--- src/rtl/ctrl_seq_if.sv ---
// ctrl_seq_if: bundles the sequencer's handshake and control signals.
//   master : program/testbench side (drives Start, Instruction; observes the controls)
//   slave  : ctrl_seq side (consumes Start, Instruction; drives the controls)
// Signals: Start, Instruction[IW], RegLoadType[2], RegWrEn, StoreInst,
//          OffsetSrc, PcEn, Ack, Illegal, InstCount[CNT_W].
interface ctrl_seq_if #(
  parameter int IW    = 9,
  parameter int CNT_W = 16
);
  logic             Start;
  logic [IW-1:0]    Instruction;
  logic [1:0]       RegLoadType;
  logic             RegWrEn;
  logic             StoreInst;
  logic             OffsetSrc;
  logic             PcEn;
  logic             Ack;
  logic             Illegal;
  logic [CNT_W-1:0] InstCount;

  modport master (
    output Start, Instruction,
    input  RegLoadType, RegWrEn, StoreInst, OffsetSrc, PcEn, Ack, Illegal, InstCount
  );

  modport slave (
    input  Start, Instruction,
    output RegLoadType, RegWrEn, StoreInst, OffsetSrc, PcEn, Ack, Illegal, InstCount
  );
endinterface

--- src/rtl/ctrl_seq.sv ---
// ctrl_seq: multi-cycle instruction decoder / run-done sequencer.
// Decodes the current instruction into reg_file and data-memory controls,
// stalls the PC for MEM_LAT extra cycles on memory ops, counts retired
// instructions (saturating) and runs a Start/Ack handshake.
// Ports:
//   Clk   - clock
//   Reset - synchronous, active-high reset
//   bus   - ctrl_seq_if.slave: Start, Instruction in; RegLoadType, RegWrEn,
//           StoreInst, OffsetSrc, PcEn, Ack, Illegal, InstCount out
// Optional feature: define CTRL_ILLEGAL_TRAP_EN to trap opcodes
// {1..1,0} and {1..1} (except the all-ones Ack word) into DONE with Illegal set.
module ctrl_seq #(
  parameter int                  IW      = 9,
  parameter int                  OPW     = 4,
  parameter logic [2**OPW-1:0]   WR_MASK = 16'h3F3F,
  parameter logic [OPW-1:0]      LDI_OP  = 4'b0000,
  parameter logic [OPW-1:0]      LDR_OP  = 4'b0001,
  parameter logic [OPW-1:0]      STR_OP  = 4'b0110,
  parameter logic [OPW-1:0]      OFFS_OP = 4'b0101,
  parameter int unsigned         MEM_LAT = 2,
  parameter int                  CNT_W   = 16
) (
  input  logic     Clk,
  input  logic     Reset,
  ctrl_seq_if.slave bus
);

  typedef enum logic [1:0] {IDLE, EXEC, MEMWAIT, DONE} state_t;

  // Wait counter needs to hold MEM_LAT; keep at least one bit when MEM_LAT=0.
  localparam int CW = (MEM_LAT > 0) ? $clog2(MEM_LAT + 1) : 1;

  state_t           r_state, w_next;
  logic [CW-1:0]    r_wait, w_wait_nxt;
  logic [CNT_W-1:0] r_cnt;

  logic [OPW-1:0] w_op;
  logic           w_ack_word, w_is_mem, w_illegal_op;
  logic           w_commit, w_cnt_clr, w_decode, w_ack;

  assign w_op       = bus.Instruction[IW-1 -: OPW];
  assign w_ack_word = &bus.Instruction;
  assign w_is_mem   = (w_op == LDR_OP) || (w_op == STR_OP);

`ifdef CTRL_ILLEGAL_TRAP_EN
  logic r_illegal, w_trap;
  assign w_illegal_op = ((w_op == {OPW{1'b1}}) && !w_ack_word) ||
                        (w_op == {{(OPW-1){1'b1}}, 1'b0});
`else
  assign w_illegal_op = 1'b0;
`endif

  // Next state + Mealy control decode. Reset masks every enable so an
  // instruction caught mid-flight aborts without a write pulse.
  always_comb begin
    w_next     = r_state;
    w_wait_nxt = r_wait;
    w_commit   = 1'b0;
    w_cnt_clr  = 1'b0;
    w_decode   = 1'b0;
    w_ack      = 1'b0;
`ifdef CTRL_ILLEGAL_TRAP_EN
    w_trap     = 1'b0;
`endif
    case (r_state)
      IDLE: begin
        if (bus.Start) begin
          w_next    = EXEC;
          w_cnt_clr = 1'b1;
        end
      end
      EXEC: begin
        w_decode = 1'b1;
        if (w_ack_word) begin
          w_next = DONE;
        end else if (w_illegal_op) begin
`ifdef CTRL_ILLEGAL_TRAP_EN
          w_trap = 1'b1;
`endif
          w_next = DONE;
        end else if (w_is_mem && (MEM_LAT > 0)) begin
          w_wait_nxt = CW'(MEM_LAT);
          w_next     = MEMWAIT;
        end else begin
          w_commit = 1'b1;
        end
      end
      MEMWAIT: begin
        w_decode   = 1'b1;
        w_wait_nxt = r_wait - CW'(1);
        if (r_wait == CW'(1)) begin
          w_commit = 1'b1;
          w_next   = EXEC;
        end
      end
      DONE: begin
        w_ack = 1'b1;
        if (bus.Start) w_next = IDLE;
      end
      default: w_next = IDLE;
    endcase
    if (Reset) begin
      w_commit = 1'b0;
      w_decode = 1'b0;
      w_ack    = 1'b0;
    end
  end

  always_ff @(posedge Clk) begin
    if (Reset) begin
      r_state <= IDLE;
      r_wait  <= '0;
      r_cnt   <= '0;
    end else begin
      r_state <= w_next;
      r_wait  <= w_wait_nxt;
      if (w_cnt_clr)
        r_cnt <= '0;
      else if (w_commit && !(&r_cnt))
        r_cnt <= r_cnt + CNT_W'(1);
    end
  end

`ifdef CTRL_ILLEGAL_TRAP_EN
  // Sticky until the DONE->IDLE acknowledge.
  always_ff @(posedge Clk) begin
    if (Reset)
      r_illegal <= 1'b0;
    else if (w_trap)
      r_illegal <= 1'b1;
    else if ((r_state == DONE) && bus.Start)
      r_illegal <= 1'b0;
  end
  assign bus.Illegal = r_illegal;
`else
  assign bus.Illegal = 1'b0;
`endif

  assign bus.RegLoadType = !w_decode          ? 2'b10 :
                           (w_op == LDI_OP)   ? 2'b00 :
                           (w_op == LDR_OP)   ? 2'b01 : 2'b10;
  assign bus.OffsetSrc   = w_decode && (w_op == OFFS_OP);
  assign bus.RegWrEn     = w_commit && WR_MASK[w_op];
  assign bus.StoreInst   = w_commit && (w_op == STR_OP);
  assign bus.PcEn        = w_commit;
  assign bus.Ack         = w_ack;
  assign bus.InstCount   = r_cnt;

endmodule

--- src/flat_wrapper.sv ---
// flat-port wrapper written by rule: the top's interface ports become plain ports
module ctrl_seq_flat 
#(
  parameter int                  IW      = 9,
  parameter int                  OPW     = 4,
  parameter logic [2**OPW-1:0]   WR_MASK = 16'h3F3F,
  parameter logic [OPW-1:0]      LDI_OP  = 4'b0000,
  parameter logic [OPW-1:0]      LDR_OP  = 4'b0001,
  parameter logic [OPW-1:0]      STR_OP  = 4'b0110,
  parameter logic [OPW-1:0]      OFFS_OP = 4'b0101,
  parameter int unsigned         MEM_LAT = 2,
  parameter int                  CNT_W   = 16
)
  (Clk, Reset, bus_Start, bus_Instruction, bus_RegLoadType, bus_RegWrEn, bus_StoreInst, bus_OffsetSrc, bus_PcEn, bus_Ack, bus_Illegal, bus_InstCount);
  ctrl_seq_if #(.IW(IW), .CNT_W(CNT_W)) bus_i ();
  input  logic Clk;
  input  logic Reset;
  input wire logic [$bits(bus_i.Start)-1:0] bus_Start;
  input wire logic [$bits(bus_i.Instruction)-1:0] bus_Instruction;
  output wire logic [$bits(bus_i.RegLoadType)-1:0] bus_RegLoadType;
  output wire logic [$bits(bus_i.RegWrEn)-1:0] bus_RegWrEn;
  output wire logic [$bits(bus_i.StoreInst)-1:0] bus_StoreInst;
  output wire logic [$bits(bus_i.OffsetSrc)-1:0] bus_OffsetSrc;
  output wire logic [$bits(bus_i.PcEn)-1:0] bus_PcEn;
  output wire logic [$bits(bus_i.Ack)-1:0] bus_Ack;
  output wire logic [$bits(bus_i.Illegal)-1:0] bus_Illegal;
  output wire logic [$bits(bus_i.InstCount)-1:0] bus_InstCount;
  assign bus_i.Start = bus_Start;
  assign bus_i.Instruction = bus_Instruction;
  assign bus_RegLoadType = bus_i.RegLoadType;
  assign bus_RegWrEn = bus_i.RegWrEn;
  assign bus_StoreInst = bus_i.StoreInst;
  assign bus_OffsetSrc = bus_i.OffsetSrc;
  assign bus_PcEn = bus_i.PcEn;
  assign bus_Ack = bus_i.Ack;
  assign bus_Illegal = bus_i.Illegal;
  assign bus_InstCount = bus_i.InstCount;
  ctrl_seq #(.IW(IW), .OPW(OPW), .WR_MASK(WR_MASK), .LDI_OP(LDI_OP), .LDR_OP(LDR_OP), .STR_OP(STR_OP), .OFFS_OP(OFFS_OP), .MEM_LAT(MEM_LAT), .CNT_W(CNT_W)) u_core (.Clk(Clk), .Reset(Reset), .bus(bus_i));
endmodule
--- config.mk ---
export PLATFORM = sky130hd
export DESIGN_NAME = ctrl_seq_flat
export DESIGN_NICKNAME = d
export VERILOG_FILES = /design/src/rtl/ctrl_seq_if.sv /design/src/rtl/ctrl_seq.sv /design/src/flat_wrapper.sv
export SDC_FILE = /design/constraint.sdc
export NUM_CORES = 1
export LEC_CHECK = 0
export ABC_AREA = 1
export CORE_MARGIN = 2
export CORE_UTILIZATION = 44
export CTS_CLUSTER_DIAMETER = 40
export DETAILED_ROUTE_END_ITERATION = 12
export PLACE_DENSITY = 0.76
export SKIP_CTS_REPAIR_TIMING = 1
export SLEW_MARGIN = 20
export SYNTH_ARGS = -nofsm -noshare
export SYNTH_HDL_FRONTEND = slang
export SYNTH_SLANG_ARGS = --single-unit
--- constraint.sdc ---
create_clock -name Clk -period 1.75 [get_ports Clk]
set_input_delay 0.35 -clock Clk [delete_from_list [all_inputs] [get_ports Clk]]
set_output_delay 0.35 -clock Clk [all_outputs]
set_load 0.03 [all_outputs]
==> results.yml <==
global_routing:
  grt_start_max_net_pins: 19
  grt_usage_pct: 20.83
  grt_pass1_vias: 1427
  grt_pass1_wl_um: 5947
  grt_overflow: 0
  antenna_found_initial: 0
floorplan:
  io_pins: 36
  num_rows: 20
  die-width_um: 61.24
  die_h_um: 61.24
  dieArea_um2: 3750
  initial_core_util_pct: 46.83
  core_um2: 3078
critical_path:
  crit_type: "flip-flop to output port"
  slowest_stage: "dfxtp_4"
  max_stage_delay_ps: 380
  arrival_ps: 1580
  worstPathRequired_ps: 1400
  cp_max_fo: 4
  path_cells: "inv_4 -> ha_4 -> nand2_2 -> nor2_2 -> nand2_2 -> nand2_4 -> nand2_4 -> nor2_4 -> buf_6"
  critPathLaunchType: "flip-flop"
  cp-end-kind: "output port"
pwr:
  internal-power_mw: 1.036
  p_comb_share_pct: 56.0
  switchingPower_mw: 0.7715
  p_seq_share_pct: 31.2
  fin_total_pwr_mw: 1.808
  p_sw_share_pct: 42.67
  clkPwrFrac_pct: 12.7
  ir_drop_v: 0.0008126
  p_per_area_nw_per_um2: 832.3
  leakage_nw: 1.173
synthesis:
  synth_top_cell_by_area: "dfxtp_1"
  yosys_warnings: 0
  syn_nets: 243
  synth_area_um2: 1441
  synth_seq_cells: 20
  synthCells: 225
  avgSynthCellArea_um2: 6.406
  ys_types: 28
  yosysSeqAreaShare_pct: 27.78
  synth_area_leaders: "dfxtp_1 28%, nand2_1 16%, nand4_1 8.2%"
  synth.top_cell.area_share_pct: 27.78
placed_design:
  postPlaceCellArea_um2: 1968
  io_buffer_count: 34
  place_ws_ps: -302.8
  dp_cells: 317
  place_hpwl_um: 2786
  place_congestion: 0.8844
cts:
  clkTransAtPathRegs_ps: 120
  cts_tree: "yes"
  numCtsBuffers: 3
  clk_latency_ps: 310
  clock_tree.buffer_depth: 2
  cts_sinks: 20
  cts-root-buf: "clkbuf_4"
  h-tree-depth: 1
job:
  maxCapViolCount: 0
timing:
  fmax_mhz: 519.4
  min_period_over_period_pct: 110.0
  whs_ps: 471.4
  worst_slack_ps: -175.2
  grt_setup_unrepaired: "yes"
  fin_setup_tns_ps: -736.5
  skew_ps: 2.898
  hold_viol: 0
  maxSlewViolCount: 0
  period_needed_ps: 1925
  setup_viol: 5
layout:
  post-route-util_pct: 70.57
  finalNonFillerCells: 325
  layout_commonest_cell: "nand2_1"
  drive_gt1_share_pct: 24.91
  mostFrequentLayoutCells: "58 x nand2_1, 27 x nor2_1, 26 x buf_4, 22 x dlymetal6s2s_1, 19 x nand4_1"
  layout.nets: 301
  syn2layout_area_growth_pct: 50.69
  diodes: 0
  stdcell_area_um2: 2172
hold_path:
  worstHoldPathType: "flip-flop to flip-flop"
route:
  drc: 0
  ant_nets: 0
  wl_per_cell_um: 12.36
  dr.pass1.iters: 4
  vias: 1678
  avgViaCountPerCell: 5.163
  drt_iter0_markers: 111
  routed_wl_um: 4016
outcome:
  status: "finished with violations"
  violations: "setup timing"
-- layout make-up --
type	count	area [um^2]
Inverter	25	101.3
Multi-Input combinational cell	175	1006
Sequential cell	20	410.4
Clock buffer	3	22.52
Tap cell	44	55.05
Fill cell	253	905.9
Timing Repair Buffer	58	576.8
-- synthesized netlist by cell type --
master / instances
ha_1: 6
a211oi_1: 1
nand2_1: 63
nand3_1: 10
xnor2_1: 3
dfxtp_1: 20
nor4b_1: 1
buf_6: 1
inv_1: 21
mux2i_1: 1
nand4_1: 19
nor3_1: 2
nand3_4: 2
buf_2: 1
inv_2: 4
nor2_4: 2
nor2_1: 31
nand2_2: 3
conb_1: 1
o21ai_0: 5
a21oi_2: 3
xor2_1: 3
buf_1: 1
a21oi_1: 15
nor2_2: 2
nand3b_1: 1
buf_4: 1
clkbuf_1: 2
-- power groups by stage --
stage	clock, mW	sequential [mW]	combinational (mW)
finish	0.230	0.564	1.01
global route	0.256	0.572	1.10
CTS	0.239	0.538	0.783
detailed placement	0	0.550	0.778
global placement	0	0.548	0.767
floorplan	0	0.552	0.531
-- flip-flops by register name, indices dropped and copies added, names as in the netlist --
signal	flops
u_core.r_state	2
u_core.bus.InstCount	16
u_core.r_wait	2
-- layer usage --
metal | routed length [um] | share of wire [%] | vias up | GRT usage (%)
met5 | 0 | 0 | - | 0
met4 | 57 | 1.4 | 0 | 8.385
met3 | 197 | 4.9 | 8 | 2.521
met2 | 2011 | 50 | 43 | 35.87
met1 | 1749 | 44 | 778 | 26.27
li1 | - | - | 849 | -
-- cells by family (layout without fill, tap and decap cells) --
| kind of cell | Yosys count | count (layout) | synth area share, % |
|---|---|---|---|
| other | 1 | 1 | 0.2602 |
| flip-flops | 20 | 20 | 27.78 |
| buffers and inverters | 31 | 86 | 8.941 |
| AND/OR/NAND/NOR | 136 | 137 | 44.18 |
| AO/OA/AOI/OAI | 24 | 24 | 9.288 |
| XOR/XNOR | 6 | 6 | 3.646 |
| multiplexers | 1 | 1 | 0.6945 |
| adder cells (fa/ha/maj) | 6 | 6 | 5.208 |
-- path summary, 6_finish.rpt --
kind	slack, ps	start	to	depth (start not counted)
hold reg to reg	470	u_core.r_wait[1]$_SDFFE_PP0P_	u_core.r_wait[1]$_SDFFE_PP0P_	2
setup reg to reg	130	u_core.r_state[1]$_SDFFE_PP0P_	u_core.bus.InstCount[0]$_SDFFE_PP0P_	10
hold / removal	470	u_core.r_wait[1]$_SDFFE_PP0P_	u_core.r_wait[1]$_SDFFE_PP0P_	2
setup / recovery	-180	u_core.r_state[1]$_SDFFE_PP0P_	bus_StoreInst	9
-- critical path, delay by kind of cell (launching register included) --
family / cells / cell delay, ps
buf+inv: 2 / 210
simple gates: 6 / 530
flops: 1 / 380
fa+ha+maj: 1 / 160
(Power assumes the default switching activity.)
==> variant: new RTL, same settings <==
Re-encode `state_t` (4 states) as one-hot, 4 bits wide.
--- a/src/rtl/ctrl_seq.sv
+++ b/src/rtl/ctrl_seq.sv
@@ -26,5 +26,5 @@
 );
 
-  typedef enum logic [1:0] {IDLE, EXEC, MEMWAIT, DONE} state_t;
+  typedef enum logic [3:0] {IDLE = 4'b0001, EXEC = 4'b0010, MEMWAIT = 4'b0100, DONE = 4'b1000} state_t;
 
   // Wait counter needs to hold MEM_LAT; keep at least one bit when MEM_LAT=0.
Check against the original RTL: same outputs for any inputs over 10 cycles, from zero or initial values and one cycle with Reset high; not proved beyond that.
==> variant against the unedited design <==
  * The flow still finishes with violations (negative setup slack)
  * Critical path depth fell by 1
  * Wire length rose by 5.0%
  * Clock skew rose by 0.0047 ns
  * Area after synthesis rose by 10%
  * Largest power group unchanged
  * Non-clock buffer count rose by 6
  * Register-to-register slack got worse by 0.05 ns
  * Design area rose by 6.7%
  * Combinational power fell by 38%
  * Power fell by 17%
  * Sequential share of layout area rose by 0.26 points
  * Critical endpoint is now bus_RegWrEn
  * Sequential cell count rose by 2
  * Setup slack improved by 0.036 ns
==> variant: results (changes against the unedited design) <==
| Metric | Value |
|---|---|
| Outcome | `complete, but fails checks (unchanged)` |
| Failing checks | `negative setup slack (unchanged)` |
| Share of cells above drive strength 1 | `0.2933 (was 0.2491)` |
| Worst reg2reg path endpoint | `u_core.bus.InstCount[10] (was u_core.bus.InstCount[0])` |
| Final setup violation count | `5 (unchanged)` |
| Skew final | `0.007590 ns (was 0.002898 ns)` |
| Commonest cells in the netlist | `nand2_1, nor2_1, inv_1, dfxtp_1, nand4_1 (unchanged)` |
| Vias in the first global route | `1516 (was 1427)` |
| Syn Area/Cell | `6.633 um^2 (was 6.406 um^2)` |
| Critical Path Max Stage Delay | `0.35 ns (was 0.38 ns)` |
| Synth Net Count | `253 (was 243)` |
| Fin nets | `315 (was 301)` |
| Critical Path AT | `1.54 ns (was 1.58 ns)` |
| Synth Area in XOR/XNOR | `0.03867 (was 0.03646)` |
| CP startpoint | `u_core.r_state[2] (was u_core.r_state[1])` |
| Area after DPL | `2052 um^2 (was 1968 um^2)` |
| Dpl cells | `329 (was 317)` |
| Vias per inst | `5.014 (was 5.163)` |
| Post-synthesis sequential area ratio | `0.2778 (about the same)` |
| Adder-cell share of the synthesized area | `0.01579 (was 0.05208)` |
| DP HPWL | `2.848 mm (was 2.786 mm)` |
| Synth top area cells | `dfxtp_1, nand2_1, nor2_1 (was dfxtp_1, nand2_1, nand4_1)` |
| Initial drt markers | `88 (was 111)` |
| Vias | `1735 (was 1678)` |
| Global-route wire length before repair | `6.430 mm (was 5.947 mm)` |
| Setup TNS | `-0.3871 ns (was -0.7365 ns)` |
| All-Layer GR Usage | `0.1922 (was 0.2083)` |
| Int Power | `944.6 uW (was 1.036 mW)` |
| Routability cong. | `0.8799 (was 0.8844)` |
| Synth cell types | `29 (was 28)` |
| Crit-path max FO | `5 (was 4)` |
| Complex-gate fraction of the synthesized area | `0.08761 (was 0.09288)` |
| Worst Slack Setup Final | `-0.1393 ns (was -0.1752 ns)` |
| Place WS | `-0.3321 ns (was -0.3028 ns)` |
variant: cells by family (layout without fill, tap and decap cells):
| logic type | count (synthesis) | after routing |
|---|---|---|
| flip-flops | 22 | 22 |
| AO/OA/AOI/OAI | 21 | 21 |
| AND/OR/NAND/NOR | 154 | 154 |
| XOR/XNOR | 7 | 7 |
| buffers and inverters | 32 | 93 |
| adder cells (fa/ha/maj) | 2 | 2 |
| other | 1 | 1 |
variant: worst max path at each step:
stage                                    endpoint  slack [ns]  cells after the start
after floorplan                       bus_RegWrEn       -0.10                     10
after global placement                bus_RegWrEn       -0.27                     10
after detailed placement  u_core.bus.InstCount[0]       -0.33                     13
after CTS                             bus_RegWrEn       -0.33                     10
after global routing                  bus_RegWrEn       -0.23                      8
final                                 bus_RegWrEn       -0.14                      8
variant: power groups by stage:
stage	Clock [mW]	Combinational (mW)	Sequential, mW
2_1_floorplan	0	0.333	0.587
3_3_place_gp	0	0.505	0.582
3_5_place_dp	0	0.507	0.583
4_1_cts	0.284	0.509	0.572
5_1_grt	0.316	0.680	0.592
6_report	0.282	0.624	0.586
variant: layer usage:
layer  up-vias  share of wire  track usage
met5         -              0            0
met4         0          0.021      0.07065
met3        11          0.048      0.02113
met2        58           0.48       0.2982
met1       769           0.45       0.2731
li1        897              -            -
variant: layout make-up:
class	count	area (um^2)
Multi-Input combinational cell	185	1051
Fill cell	261	1071
Timing Repair Buffer	64	635.6
Clock buffer	4	36.28
Inverter	25	93.84
Sequential cell	22	444.2
Tap cell	46	57.56
variant: worst register-to-register path, cell delays in order, from the launching register on:
cell and delay, ns:
dfxtp_2 0.35, nor2_4 0.13, nand3_4 0.12, nor2_4 0.11, nand2_2 0.09, nand2_4 0.10
buf_4 0.14, nand3_4 0.21, buf_4 0.23, nand2_2 0.06, a21oi_2 0.05
